[src/rtl/mips_mem_arb_pkg.sv]
// Shared encodings for the MIPS memory arbiter: FSM states, port ids, default widths.
// Pure constants; no logic, no latency, no backpressure.
// States and port ids are plain 2-bit constants so legacy code can compare them directly.
package mips_mem_arb_pkg;

    localparam int DEF_ADDR_W = 10;
    localparam int DEF_DATA_W = 32;

    // FSM state enumeration
    localparam logic [1:0] IDLE   = 2'd0;
    localparam logic [1:0] ACCESS = 2'd1;
    localparam logic [1:0] RESP   = 2'd2;

    // Port-id encoding shared by the arbiter and its priority picker
    localparam logic [1:0] PORT_D    = 2'd0;
    localparam logic [1:0] PORT_I    = 2'd1;
    localparam logic [1:0] PORT_L    = 2'd2;
    localparam logic [1:0] PORT_NONE = 2'd3;

endpackage

[src/rtl/mips_arb_prio.sv]
// Priority picker: data > fetch > loader, fetch promoted over data when starved.
// Latency: purely combinational.
// Backpressure: none; reports PORT_NONE when nobody requests.
module mips_arb_prio
    import mips_mem_arb_pkg::*;
(
    input  logic       d_req,
    input  logic       i_req,
    input  logic       l_req,
    input  logic       starve,
    output logic [1:0] win_id
);

    always_comb begin
        win_id = PORT_NONE;
        if (starve && i_req) begin
            win_id = PORT_I;
        end else if (d_req) begin
            win_id = PORT_D;
        end else if (i_req) begin
            win_id = PORT_I;
        end else if (l_req) begin
            win_id = PORT_L;
        end
    end

endmodule

[src/rtl/mips_mem_arbiter.sv]
// Serialises data, fetch and loader accesses onto one single-port synchronous SRAM.
// Latency: req to ack 2 cycles from IDLE; one access per 3 cycles.
// Backpressure: requesters hold req until ack; loader arbitrates only with MEM_ARB_LOADER_EN.
module mips_mem_arbiter
    import mips_mem_arb_pkg::*;
#(
    parameter int ADDR_W     = DEF_ADDR_W,
    parameter int DATA_W     = DEF_DATA_W,
    parameter int STARVE_MAX = 4
) (
    input  logic              clk,
    input  logic              rst,
    input  logic              d_req,
    input  logic              d_we,
    input  logic [ADDR_W-1:0] d_addr,
    input  logic [DATA_W-1:0] d_wdata,
    output logic              d_ack,
    output logic [DATA_W-1:0] d_rdata,
    input  logic              i_req,
    input  logic [ADDR_W-1:0] i_addr,
    output logic              i_ack,
    output logic [DATA_W-1:0] i_rdata,
    input  logic              l_req,
    input  logic              l_we,
    input  logic [ADDR_W-1:0] l_addr,
    input  logic [DATA_W-1:0] l_wdata,
    output logic              l_ack,
    output logic [DATA_W-1:0] l_rdata,
    output logic              mem_en,
    output logic              mem_we,
    output logic [ADDR_W-1:0] mem_addr,
    output logic [DATA_W-1:0] mem_wdata,
    input  logic [DATA_W-1:0] mem_rdata,
    output logic              busy
);

    localparam int CNT_W = $clog2(STARVE_MAX + 1);

    logic [1:0]        state;
    logic [1:0]        win;
    logic [1:0]        win_sel;
    logic              we_q;
    logic              l_ack_q;
    logic [DATA_W-1:0] d_rdata_q;
    logic [DATA_W-1:0] i_rdata_q;
    logic [DATA_W-1:0] l_rdata_q;
    logic [CNT_W-1:0]  starve_cnt;
    logic              starve;

    logic              l_req_eff;
    logic              l_we_eff;
    logic [ADDR_W-1:0] l_addr_eff;
    logic [DATA_W-1:0] l_wdata_eff;

`ifdef MEM_ARB_LOADER_EN
    assign l_req_eff   = l_req;
    assign l_we_eff    = l_we;
    assign l_addr_eff  = l_addr;
    assign l_wdata_eff = l_wdata;
    assign l_ack       = l_ack_q;
    assign l_rdata     = (state == RESP && win == PORT_L && !we_q) ? mem_rdata : l_rdata_q;
`else
    logic unused_loader;
    assign l_req_eff     = 1'b0;
    assign l_we_eff      = 1'b0;
    assign l_addr_eff    = '0;
    assign l_wdata_eff   = '0;
    assign l_ack         = 1'b0;
    assign l_rdata       = '0;
    assign unused_loader = ^{l_req, l_we, l_addr, l_wdata, l_ack_q, l_rdata_q};
`endif

    assign starve = (starve_cnt >= CNT_W'(STARVE_MAX));
    assign busy   = (state != IDLE);

    // Read data is forwarded straight from the SRAM during RESP so it lines up with ack
    assign d_rdata = (state == RESP && win == PORT_D && !we_q) ? mem_rdata : d_rdata_q;
    assign i_rdata = (state == RESP && win == PORT_I) ? mem_rdata : i_rdata_q;

    mips_arb_prio u_prio (
        .d_req  (d_req),
        .i_req  (i_req),
        .l_req  (l_req_eff),
        .starve (starve),
        .win_id (win_sel)
    );

    always_ff @(posedge clk) begin
        if (rst) begin
            state      <= IDLE;
            win        <= PORT_NONE;
            we_q       <= 1'b0;
            mem_en     <= 1'b0;
            mem_we     <= 1'b0;
            mem_addr   <= '0;
            mem_wdata  <= '0;
            d_ack      <= 1'b0;
            i_ack      <= 1'b0;
            l_ack_q    <= 1'b0;
            d_rdata_q  <= '0;
            i_rdata_q  <= '0;
            l_rdata_q  <= '0;
            starve_cnt <= '0;
        end else begin
            case (state)
                IDLE: begin
                    if (win_sel != PORT_NONE) begin
                        state  <= ACCESS;
                        win    <= win_sel;
                        mem_en <= 1'b1;
                        case (win_sel)
                            PORT_D: begin
                                mem_addr  <= d_addr;
                                mem_we    <= d_we;
                                we_q      <= d_we;
                                mem_wdata <= d_wdata;
                            end
                            PORT_I: begin
                                mem_addr  <= i_addr;
                                mem_we    <= 1'b0;
                                we_q      <= 1'b0;
                                mem_wdata <= '0;
                            end
                            default: begin
                                mem_addr  <= l_addr_eff;
                                mem_we    <= l_we_eff;
                                we_q      <= l_we_eff;
                                mem_wdata <= l_wdata_eff;
                            end
                        endcase
                    end
                end
                ACCESS: begin
                    state   <= RESP;
                    mem_en  <= 1'b0;
                    mem_we  <= 1'b0;
                    d_ack   <= (win == PORT_D);
                    i_ack   <= (win == PORT_I);
                    l_ack_q <= (win == PORT_L);
                end
                RESP: begin
                    state   <= IDLE;
                    d_ack   <= 1'b0;
                    i_ack   <= 1'b0;
                    l_ack_q <= 1'b0;
                    if (!we_q) begin
                        case (win)
                            PORT_D:  d_rdata_q <= mem_rdata;
                            PORT_I:  i_rdata_q <= mem_rdata;
                            PORT_L:  l_rdata_q <= mem_rdata;
                            default: ;
                        endcase
                    end
                end
                default: state <= IDLE;
            endcase

            // Counts data grants that overtook a waiting fetch
            if (!i_req) begin
                starve_cnt <= '0;
            end else if (state == IDLE && win_sel == PORT_I) begin
                starve_cnt <= '0;
            end else if (state == IDLE && win_sel == PORT_D && !starve) begin
                starve_cnt <= starve_cnt + 1'b1;
            end
        end
    end

endmodule

[config.mk]
export PLATFORM = sky130hd
export DESIGN_NAME = mips_mem_arbiter
export DESIGN_NICKNAME = d
export VERILOG_FILES = /design/src/rtl/mips_mem_arb_pkg.sv /design/src/rtl/mips_arb_prio.sv /design/src/rtl/mips_mem_arbiter.sv
export SDC_FILE = /design/constraint.sdc
export NUM_CORES = 1
export LEC_CHECK = 0
export CORE_MARGIN = 3
export CORE_UTILIZATION = 43
export CTS_BUF_LIST = sky130_fd_sc_hd__clkbuf_16
export CTS_CLUSTER_SIZE = 8
export DETAILED_ROUTE_END_ITERATION = 10
export PLACE_DENSITY = 0.86
export SLEW_MARGIN = 20
export SYNTH_ARGS = -nofsm -noshare
export SYNTH_HDL_FRONTEND = slang
export SYNTH_HIERARCHICAL = 1
export SYNTH_SLANG_ARGS = --single-unit
[constraint.sdc]
create_clock -name clk -period 4.6 [get_ports clk]
set_input_delay 0.92 -clock clk [delete_from_list [all_inputs] [get_ports clk]]
set_output_delay 0.92 -clock clk [all_outputs]
set_load 0.1 [all_outputs]
==> impl_metrics.ini <==
[run_status]
outcome = finished clean

[run]
drv_cap = 0

[sta]
setup_tns_ns = 0
setup_viol = 0
drv_slew = 0
clock_skew_ns = 0.009239
period_share_pct = 79.61
worst_pin_slew_ns = 1.038
rsz0062_at_grt = false
finalHoldViolCount = 0
slew_headroom_pct = 30.60
min_period_ns = 3.662
clock.fmax_mhz = 273.1

[setup_path]
path_common_cell = inv_1
worstSetupStartpointType = register
worstSetupPathType = reg2out
path_cells = inv_1 -> ha_1 -> inv_1 -> clkdlybuf4s50_1
worstPathArrival_ns = 2.74
required_ns = 3.68
cpPeakStageDelay_ns = 1.22
crit_slowest_cell = clkdlybuf4s50_1
crit_fanout = 13
cp-end-kind = output port

[routing]
num_vias = 4497
drc = 0
wl_microns = 14580
drtIter0Drc = 294
firstDrtPassIters = 4
wl_per_cell_microns = 16.40
routed_via_density = 5.058
ant_nets = 0

[grt]
grt_max_degree = 118
grt-ovfl-total = 0
grt_pass1_wl_microns = 22380
first_global_vias = 4594
antenna_found_initial = 0
grt_use_total_pct = 21.02

[synthesis]
ys_seq_area_share_pct = 44.63
synthCells = 552
synthArstFlopShare_pct = 0
yosysWarnings = 6
netlist_area_sq_mm = 0.005293
synth.largest_area_cell = dfxtp_1
synth_flop_cell = dfxtp_1
yosys.cell_types.count = 40
syn_area_per_cell_sq_um = 9.588
ys_top_cells_by_area = dfxtp_1 (45%), mux2_4 (8.5%), mux2_2 (7.2%)
synth_commonest_cells = dfxtp_1 (118), nand2_1 (86), a21oi_1 (38), nor2_1 (38), mux2_2 (34)
synth-edff-count = 0
synth_top_area_share_pct = 44.63
yosysMostFrequentCell = dfxtp_1
ys_seq_elements = 118

[clocking]
cts_sinks = 118
htree_levels = 4
cts_made_buffers = 17
post_cts_buffers = 0
cts_buffer_depth = 2
insertion_delay_ns = 0.41
cts_tree = done
ctsResizeCount = 0
cts_root_buf = clkbuf_16
cts_hold_buf = 0
clk_pin_slew_ns = 0.06

[layout]
num-nets-final = 872
final_layout_size_suffix_gt1_share_pct = 22.39
antennaDiodeCount = 0
design_area_sq_mm = 0.007621
areaGrowthSynthToFinish_pct = 44.00
nFillCells = 904
stdcell_count = 889

[die]
dieArea_sq_mm = 0.01368
io_pins = 277
die_h_microns = 116.9
rows = 39
initial_core_util_pct = 45.19
core_area_sq_mm = 0.01171
die_x_microns = 116.9

[placed_design]
hpwl_microns = 10050
placed_area_sq_mm = 0.007049
port_buffers = 199
dp_cells = 858
gp_congestion = 0.8160

[power_and_ir_drop]
leakagePower_nw = 3.226
power.density_mw_per_mm2 = 412.2
ir_drop_mv = 0.2981

[hold_path]
min_path_type = reg2reg
-- sequential cells by signal (all words and copies together), names as in the netlist --
name / cells
d_ack: 1
state: 2
mem_we: 1
mem_addr: 10
win: 2
mem_en: 1
we_q: 1
d_rdata_q: 32
starve_cnt: 3
i_rdata_q: 32
mem_wdata: 32
i_ack: 1
-- worst max-delay path, delay by kind of cell (launching register included) --
family	cells	cell delay, ns
flip-flops	1	0.34
adder cells (fa/ha/maj)	1	0.31
buffers and inverters	3	1.67
-- through the flow --
stage	total power (W)	util [%]	hold WS, ns	setup WS [ns]
final	0.003142	65.07	0.4517	0.9380
after CTS	0.003162	65.04	0.4536	0.9339
after global placement	0.001869	60.19	0.4387	1.433
after floorplan	0.001705	-	0.4329	1.865
after global routing	0.003247	65.07	0.4775	0.8200
after detailed placement	0.001883	60.19	0.4452	1.398
-- final cells by class --
class                      instances  area [sq um]  share of cell area, %
clock buffer                      17         425.4                  5.582
tap                              143         178.9                  2.348
sequential                       118          2362                  31.00
multi-input combinational        384          2596                  34.07
inverter                           6         22.52                 0.2955
clock inverter                    14         142.6                  1.872
timing repair buffer             207          1893                  24.84
-- path summary, 6_finish.rpt --
kind         slack, ns  cells after the start         start           end
min reg2reg       0.45                      2  i_rdata_q[2]  i_rdata_q[2]
max               0.94                      4      state[0]          busy
min               0.45                      2  i_rdata_q[2]  i_rdata_q[2]
max reg2reg       2.47                      5      state[0]   mem_addr[3]
-- cells by family after synthesis --
family / synth area share, %
AND/OR/NAND/NOR: 16.60
flip-flops: 44.63
AO/OA/AOI/OAI: 12.34
buffers and inverters: 9.054
multiplexers: 16.12
adder cells (fa/ha/maj): 1.182
other: 0.07085
-- layer usage --
layer / vias to the layer above / track usage [%] / routed length (microns)
met5: - / 0 / 0
met4: 0 / 7.034 / 187
met3: 17 / 9.717 / 1396
met2: 180 / 35.76 / 7347
met1: 2118 / 23.27 / 5650
li1: 2182 / - / -
-- power breakdown --
group          total, W  internal [W]  leakage [nW]  switching (W)
clock network   0.00128      0.000832         0.287       0.000445
logic          0.000771      0.000198          1.98       0.000573
registers       0.00109       0.00106         0.958      0.0000295
-- placed cells by master, fill, tap and decap left out, types with 2 or more instances in the layout --
master           netlist  layout
clkinv_2               0       5
ha_1                   5       5
a22oi_1               32      32
mux2_2                34      34
nor2_1                38      38
clkinv_1               0       4
mux2i_1                2       2
a31oi_1                9       9
and2b_1               30      30
a21oi_1               38      38
a32oi_1                9       9
conb_1                 1      34
nor2b_1                5       5
nand2b_1               6       6
nand3_1                4       4
o21ai_0                3       3
clkbuf_16              0      17
nand2_1               86      86
dfxtp_1              118     118
inv_1                  6       7
buf_4                 33      72
mux2_4                30      30
a211oi_1               2       2
clkdlybuf4s50_1        0     134
bufinv_16              0       3
(Power assumes the default switching activity.)
